## src/rtl/branch_choose_pht.sv

```systemverilog
// Tournament chooser table: per-branch saturating counter picking global vs local prediction.
// Entry index travels D/E/M so the M-stage update lands on the entry read in IF.
module branch_choose_pht #(
  parameter int PC_W     = 32,
  parameter int IDX_W    = 10,
  parameter int PC_LSB   = 2,
  parameter int CTR_W    = 2,
  parameter int HIST_W   = 8,
  parameter int HASH_EN  = 1,
  parameter int INIT_VAL = 2 ** (CTR_W - 1)
) (
  input  logic              clk,
  input  logic              rst_n,
  input  logic [PC_W-1:0]   pcF,
  input  logic [HIST_W-1:0] ghrF,
  input  logic              stallD,
  input  logic              stallE,
  input  logic              stallM,
  input  logic              flushD,
  input  logic              flushE,
  input  logic              flushM,
  input  logic              branchM,
  input  logic              global_errorM,
  input  logic              local_errorM,
  output logic              pred_chooseD,
  output logic              init_busy
);

  localparam int DEPTH = 1 << IDX_W;
  localparam logic [CTR_W-1:0] INIT_CTR = CTR_W'(INIT_VAL);
  localparam logic [CTR_W-1:0] CTR_MAX  = '1;

  typedef enum logic {S_INIT, S_RUN} state_t;

  state_t           state, state_nxt;
  logic [IDX_W-1:0] sweep_cnt;
  logic [CTR_W-1:0] cpht [DEPTH];

  logic [IDX_W-1:0] pc_slice, idx_f;
  logic             choose_f;
  logic             valid_d, valid_e, valid_m;
  logic [IDX_W-1:0] idx_d, idx_e, idx_m;
  logic             choose_d, choose_e, choose_m;
  logic [CTR_W-1:0] ctr_m, ctr_upd;
  logic             upd_en;
  logic             unused_in;

  assign unused_in = ^{pcF, choose_m};

  assign pc_slice = pcF[PC_LSB +: IDX_W];
  assign idx_f    = (HASH_EN != 0) ? (pc_slice ^ IDX_W'(ghrF)) : pc_slice;

  always_ff @(posedge clk or negedge rst_n) begin
    if (!rst_n) begin
      state     <= S_INIT;
      sweep_cnt <= '0;
    end else begin
      state <= state_nxt;
      if (state == S_INIT) sweep_cnt <= sweep_cnt + IDX_W'(1);
    end
  end

  always_comb begin
    state_nxt = state;
    if (state == S_INIT && sweep_cnt == '1) state_nxt = S_RUN;
  end

  assign init_busy = (state == S_INIT);

  // Only a counter that actually moves raises upd_en, so saturation needs no extra write guard.
  assign ctr_m = cpht[idx_m];
  always_comb begin
    ctr_upd = ctr_m;
    upd_en  = 1'b0;
    if (state == S_RUN && branchM && valid_m) begin
      case ({global_errorM, local_errorM})
        2'b01: if (ctr_m != CTR_MAX) begin
          ctr_upd = ctr_m + CTR_W'(1);
          upd_en  = 1'b1;
        end
        2'b10: if (ctr_m != '0) begin
          ctr_upd = ctr_m - CTR_W'(1);
          upd_en  = 1'b1;
        end
        default: ;
      endcase
    end
  end

  // Write-first: a same-cycle update to the fetched entry is visible to the read.
  always_comb begin
    if (state == S_INIT)                 choose_f = INIT_CTR[CTR_W-1];
    else if (upd_en && idx_f == idx_m)   choose_f = ctr_upd[CTR_W-1];
    else                                 choose_f = cpht[idx_f][CTR_W-1];
  end

  always_ff @(posedge clk) begin
    if (state == S_INIT)  cpht[sweep_cnt] <= INIT_CTR;
    else if (upd_en)      cpht[idx_m]     <= ctr_upd;
  end

  always_ff @(posedge clk or negedge rst_n) begin
    if (!rst_n) begin
      valid_d <= 1'b0; idx_d <= '0; choose_d <= 1'b0;
      valid_e <= 1'b0; idx_e <= '0; choose_e <= 1'b0;
      valid_m <= 1'b0; idx_m <= '0; choose_m <= 1'b0;
    end else begin
      if (flushD) begin
        valid_d <= 1'b0; idx_d <= '0; choose_d <= 1'b0;
      end else if (!stallD) begin
        valid_d <= 1'b1; idx_d <= idx_f; choose_d <= choose_f;
      end
      if (flushE) begin
        valid_e <= 1'b0; idx_e <= '0; choose_e <= 1'b0;
      end else if (!stallE) begin
        valid_e <= valid_d; idx_e <= idx_d; choose_e <= choose_d;
      end
      if (flushM) begin
        valid_m <= 1'b0; idx_m <= '0; choose_m <= 1'b0;
      end else if (!stallM) begin
        valid_m <= valid_e; idx_m <= idx_e; choose_m <= choose_e;
      end
    end
  end

  assign pred_chooseD = choose_d;

endmodule

```

## config.mk

```make
export PLATFORM = sky130hd
export DESIGN_NAME = branch_choose_pht
export DESIGN_NICKNAME = d
export VERILOG_FILES = /design/src/rtl/branch_choose_pht.sv
export SDC_FILE = /design/constraint.sdc
export NUM_CORES = 2
export LEC_CHECK = 0
export ABC_CLOCK_PERIOD_IN_PS = 47100
export BUFFER_PORTS_ARGS = -buffer_cell sky130_fd_sc_hd__buf_2
export CAP_MARGIN = 20
export CORE_MARGIN = 4
export CORE_UTILIZATION = 35
export DETAILED_ROUTE_END_ITERATION = 8
export SYNTH_ARGS = -nofsm -noshare
export SYNTH_HDL_FRONTEND = slang
export SYNTH_SLANG_ARGS = --single-unit
```

## constraint.sdc

```tcl
create_clock -name clk -period 47.1 [get_ports clk]
set_input_delay 0 -clock clk [delete_from_list [all_inputs] [get_ports clk]]
set_output_delay 0 -clock clk [all_outputs]
set_load 0.05 [all_outputs]
```

# ---- Word-level counts from Yosys, hierarchy flattened
# Memory sizes are Yosys's and may differ from the RTL's.
# Cells that the tools add are included.
# W data, S select, Z words.
dict set report totals {
  reg_bits 45
  ram_bits 2048
  elab_cells 60
  n_memories 1
}
dict set report op_classes {
  add_sub_neg 3
  eq_ne 8
  mux 31
  n_bitwise 2
  n_reduce_logical 6
}
# name depth width read_ports rd_ports_with_merged_regs wr line
set memory_table {}
lappend memory_table {cpht 1024 2 2 0 1 37} ;# logic [CTR_W-1:0] cpht [DEPTH];
# operator n
set op_table {}
lappend op_table {{$mux W10} 7}
lappend op_table {{$mux W1} 18}
lappend op_table {{$add A10 B1 Y10 const B} 1}
lappend op_table {{$eq A10 B10 Y1} 1}
lappend op_table {{$eq A10 B10 Y1 const B} 1}
lappend op_table {{$xor A10 B8 Y10} 1}
lappend op_table {{$mux W2} 4}
lappend op_table {{$ne A2 B1 Y1 const B} 3}
lappend op_table {{$logic_and A1 B1 Y1} 4}
lappend op_table {{$pmux W2 S2} 1}
lappend op_table {{$add A2 B1 Y2 const B} 1}
lappend op_table {{$eq A2 B1 Y1 const B} 1}
lappend op_table {{$eq A2 B2 Y1 const B} 1}
lappend op_table {{$ne A2 B2 Y1 const B} 1}
lappend op_table {{$pmux W1 S2} 1}
lappend op_table {{$reduce_bool A2 Y1} 1}
lappend op_table {{$reduce_or A2 Y1} 1}
lappend op_table {{$sub A2 B1 Y2 const B} 1}
lappend op_table {{$not A1 Y1} 1}

# ---- Logic depth before layout (Yosys ltp)
# An unclocked memory read counts as a cell.
dict set report depth {
  ltp_word 10
  mapped_depth 25
  mapped_depth_nobuf 12
}

# ---- Worst setup path after synthesis
# OpenSTA, ideal clock, no wires.
dict set report synth_path {
  path_kind {reg2reg}
  start {register idx_m[1]}
  end {memory cpht[0][0] (data pin)}
  setup_ns 5.230
  t_arrival_ns 28.122
  slack_ns 13.748
  path_stages_with_launch 16
  n_path_buf 5
  synth_period_minus_slack_ns 33.352
  cell_sequence {dfrtp_1 clkbuf_1 buf_2 buf_2 buf_1 clkbuf_1 mux4_2 a221oi_1 o21ai_0 nor3_1 nor3_1 o41ai_1 nand3_1 a21oi_1 a21oi_1 nor2b_1}
}
dict set report synth_via {
  elab_chain_cells 10
  word_cells_on_any_way 18
}
# element line
set synth_rtl {}
lappend synth_rtl {{from (decl)} 42} ;# logic [IDX_W-1:0] idx_d, idx_e, idx_m;
lappend synth_rtl {{from (signal assigned)} 121} ;# valid_m <= valid_e; idx_m <= idx_e; choose_m <= choose_e;
lappend synth_rtl {{$mem_v2 Z1024 W2 (*)} -}
lappend synth_rtl {{$ne A2 B2 Y1 or $reduce_bool A2 Y1 (tied branches)} {77, 81}}
lappend synth_rtl {{$mux W1 (on tied branches)} {77, 81}}
lappend synth_rtl {{$pmux W1 S2} 76} ;# case ({global_errorM, local_errorM})
lappend synth_rtl {{$mux W1} 75} ;# if (state == S_RUN && branchM && valid_m) begin
lappend synth_rtl {{$mux W1} 99} ;# else if (upd_en) cpht[idx_m] <= ctr_upd;
lappend synth_rtl {{$mux W1} 98} ;# if (state == S_INIT) cpht[sweep_cnt] <= INIT_CTR;
lappend synth_rtl {{$mux W1 (not written as such)} 99}
lappend synth_rtl {{$reduce_or A2 Y1 (no line)} -}
lappend synth_rtl {{$mux W2 (no line) (*)} -}
lappend synth_rtl {{to (decl)} 37}
# Mark *: on every way between the ends. The rest lies on a longest branch, timed or not.

# ---- Worst setup path in the final report
dict set report layout_path {
  start {register idx_m[0]}
  end {memory cpht[408][1], enable pin}
}
dict set report layout_via {
  elab_chain_cells 10
  word_cells_on_any_way 13
}
# element line
set layout_rtl {}
lappend layout_rtl {{$mem_v2 Z1024 W2} -}
lappend layout_rtl {{$ne A2 B2 Y1 or $reduce_bool A2 Y1 (tied branches)} {77, 81}}
lappend layout_rtl {{$mux W1 (on tied branches)} {77, 81}}
lappend layout_rtl {{$pmux W1 S2} 76}
lappend layout_rtl {{$mux W1} 75}
lappend layout_rtl {{$mux W1} 99}
lappend layout_rtl {{$mux W1} 98}
lappend layout_rtl {{$mux W1 (not written as such)} 99}
lappend layout_rtl {{$reduce_or A2 Y1 (no line)} -}
lappend layout_rtl {{$mux W10 (no line) or $mux W1 (tied branches)} -}
# Parallel ways exist; a longest one is shown, timed or not.

==> impl_results.md <==
- Worst Hold Path Cells: 5
- Crit path required time: approximately 48000 ps
- Crit-path slowest cell: dfrtp_4
- Yosys top cell by area: edfxtp_1
- Share of layout cells above drive strength 1: 22.7%
- Peak supply drop: 0.0000367 V
- Core outline area: 271000 um^2
- Most frequent cell after synthesis: edfxtp_1
- Post-cts sizing count: 0
- LEAKAGE: ~31 nW
- Initial DRT Pass Iterations: 8
- P&R area growth vs syn: 12.0%
- Port Buffers: 30
- Max_slew headroom: between 10% and 20%
- Synth Area in Compound Gates: 4.11%
- Final period util: a little under a quarter
- Antenna-violating nets left: 0
- Max Clock Skew: 51.6 ps
- Post-Route Setup TNS: 0 ps
- Final Power: roughly 3.8 mW
- Critical path arrival: 11530 ps
- Largest net degree at the start of global routing: between 200 and 300
- Hold Vio Cnt, Final: 0
- Synth Area per Inst: around 17 um^2
- Fin crit period: between 10000 and 15000 ps
- Remaining global-route overflow: 0
- R2r setup slk: around 36000 ps
- Critical R2R Launch: idx_m[0]$_DFFE_PN0P_
- Clock Latency Late Sink: around 870 ps
- TritonCTS Buffers: 210
- Max Clk Rate: around 91 MHz
- Ys async rst share: under 10%
- Routability cong.: roughly 0.9
- Mapped Area: between 90000 and 100000 um^2
- Commonest cells post-synth: edfxtp_1 (2048), nor3_1 (774), mux4_2 (693), nor2_1 (420), mux2i_1 (287)
- Outcome: finished, final reports clean
- Htree depth: 4
- Crit start category: flip-flop
- GR Layer Usage met3: around 5.1%
- Syn_nets: approximately 5800
- Die footprint: 281000 um^2
- Ports: 53
- Initial antenna violation count: 17
- Max incr delay on CP: approximately 1000 ps
- CTS tree: built
- Clk root buf: clkbuf_16
- Power Density: approximately 36 nW/um^2
- Post-Synth Adder-Cell Area: less than 1%
- Mux share of post-synthesis cell area: 19.6%
- GR Util All Layers: approximately a fifth
- Via count: around 58000
- DRC errors left: 0
- Clock Path Buffers: 3
- Number of unique standard cell types used by synthesis: 65
- Simple-gate portion of the synthesized area: about 7.3%
- Routed len/inst: between 30 and 40 um
- Die Height: around 530 um
- Hpwl dp: 171 mm
- DRT Wirelength: ~300 mm
- Slew Viols, Final: 0
- Initial core utilization: 35.2%
- Endpoint type of the worst setup path: flip-flop
- Combinational family with the most area after synthesis: multiplexers
- Clock-pin slew on the worst setup and hold paths: ~60 ps
- RSZ-0062 raised after global routing: false
- CP top delay family: buffers and inverters
- CP cell instances: buf_4 > buf_4 > buf_4 > mux4_2 > mux2_2 > o22ai_1 > nor4_1 > nor3_1 > a2111oi_1 > buf_4 > o41ai_1 > nand3_1 > a31oi_1 > o211a_4 > buf_4 > mux2i_4 > buf_4 > buf_4 > nor3_1
- Rows: 191
- Sequential cell area fraction in the yosys report: between 60% and 70%
- Drt via density: about 6.1
- Yosys top cell area share: between 60 and 70%
- Worst hold slack: between 80 and 90 ps
- GR met1 Demand/Resource: between 20% and 30%
- WP buf/inv: 7
- Synth Area in XOR/XNOR: less than 1%
- First-pass GRT wire length: roughly 430 mm
- HP Class: in2reg
- Initial detailed-routing violation count: around 7400
- Hold path start: local_errorM
- Top_reg_cell synth: edfxtp_1
- R2R Path End: cpht[408][1]$_DFFE_PP_
- CP Class: reg2reg
- Most common cell on crit path: buf_4
- Reg2reg path depth: 19
- Largest cells by area after synthesis: edfxtp_1 (64%), mux4_2 (16%), nor3_1 (4.1%)
- Slew of the pin with the lowest slew margin: approximately 1300 ps
- Post-synth EDFFs: slightly above 2000
- Layout Nets: between 5000 and 6000
- GRT met2 Usage: 32.7%
- Synthesis-stage register bit count: approximately 2100
- Max Cap Viol: 0
- Die X: between 500 and 600 um
- CTS sink cnt: approximately 2100
- Critical-path maximum fanout: between 50 and 60
- Final setup fails: 0
- Hold Crit Endpoint: pred_chooseD$_DFFE_PN0P_
- Vias in the first global route: slightly below 60000
- Cells after Synth: around 5800
- Yosys warnings: 0
- Grt peak-use layer: met2
==> area by class of cell <==
| type | count | area [um^2] |
|---|---|---|
| antenna | 3 | 7.51 |
| inverter | 12 | 47.5 |
| multi-input combinational | 3082 | 30700 |
| timing repair buffer | 252 | 2270 |
| clock inverter | 132 | 1410 |
| tap | 3570 | 4470 |
| sequential | 2093 | 62600 |
| clock buffer | 264 | 5510 |
| fill | 24500 | 164000 |
==> power by group <==
| part | switching [mW] | internal, mW | total, mW |
|---|---|---|---|
| sequential | 0.00188 | 2.01 | 2.02 |
| combinational | 0.0919 | 0.0388 | 0.131 |
| clock | 0.733 | 0.967 | 1.70 |
| total | 0.827 | 3.02 | 3.85 |
==> state kept, by name (all words and copies together) (netlist names) <==
register	count
state	1
valid_m	1
idx_e	10
cpht	2048
idx_m	10
idx_d	10
pred_chooseD	1
valid_d	1
valid_e	1
sweep_cnt	10
==> worst reg2reg max path: cells and delay by family (launching register included) <==
kind	cells	cell delay, ps
AND/OR/NAND/NOR	4	1480
buffers and inverters	7	5000
multiplexers	3	1250
flip-flops	1	980
AO/OA/AOI/OAI	5	1970
==> worst max path at each step <==
stage / startpoint / end / slack [ps] / cells after the start
6_report: idx_m[0]$_DFFE_PN0P_ / cpht[408][1]$_DFFE_PP_ / 36100 / 19
5_1_grt: idx_m[0]$_DFFE_PN0P_ / cpht[411][1]$_DFFE_PP_ / 35530 / 19
4_1_cts: idx_m[0]$_DFFE_PN0P_ / cpht[408][1]$_DFFE_PP_ / 36080 / 19
3_5_place_dp: idx_m[0]$_DFFE_PN0P_ / cpht[378][0]$_DFFE_PP_ / 36140 / 19
3_3_place_gp: idx_m[0]$_DFFE_PN0P_ / cpht[408][0]$_DFFE_PP_ / 36070 / 17
2_1_floorplan: idx_m[1]$_DFFE_PN0P_ / cpht[0][0]$_DFFE_PP_ / 13750 / 15
==> timing repair <==
action / 4_1_cts / 5_1_grt
endpoints found under the hold margin: 104 / 0
hold buffers: 31 / 0
setup buffers: 0 / 0
==> through the flow <==
stage	worst slack (ps)	utilization, %	std cells	area [um^2]
floorplan	13750	-	5774	95600
global route	35530	39.5	9405	107000
detailed placement	36140	36.7	8968	99600
finish	36100	39.5	9408	107000
CTS	36080	39.4	9395	107000
global placement	36070	36.7	8959	99500
==> cells by family (layout without fill, tap and decap cells) <==
kind of cell	Yosys count	after routing
XOR/XNOR	34	34
buffers and inverters	599	660
multiplexers	1004	1004
AO/OA/AOI/OAI	545	545
AND/OR/NAND/NOR	1496	1496
flip-flops	2093	2093
other	0	3
adder cells (fa/ha/maj)	3	3
==> metal layers <==
metal	vias up	wire (um)
met2	3141	138000
met5	-	285
li1	23400	-
met3	685	30000
met1	30500	115000
met4	14	14600
==> layout by cell type, fill, tap and decap left out, types with 63 or more instances in the layout <==
cell type	synthesis	routed
nor2_1	420	412
a21oi_1	64	63
a22oi_1	177	174
nand2_1	132	129
mux4_2	693	693
nor3_1	774	774
o22ai_1	76	76
clkbuf_16	0	212
edfxtp_1	2048	2048
mux2i_1	287	256
buf_4	33	162
(Power assumes the default switching activity.)
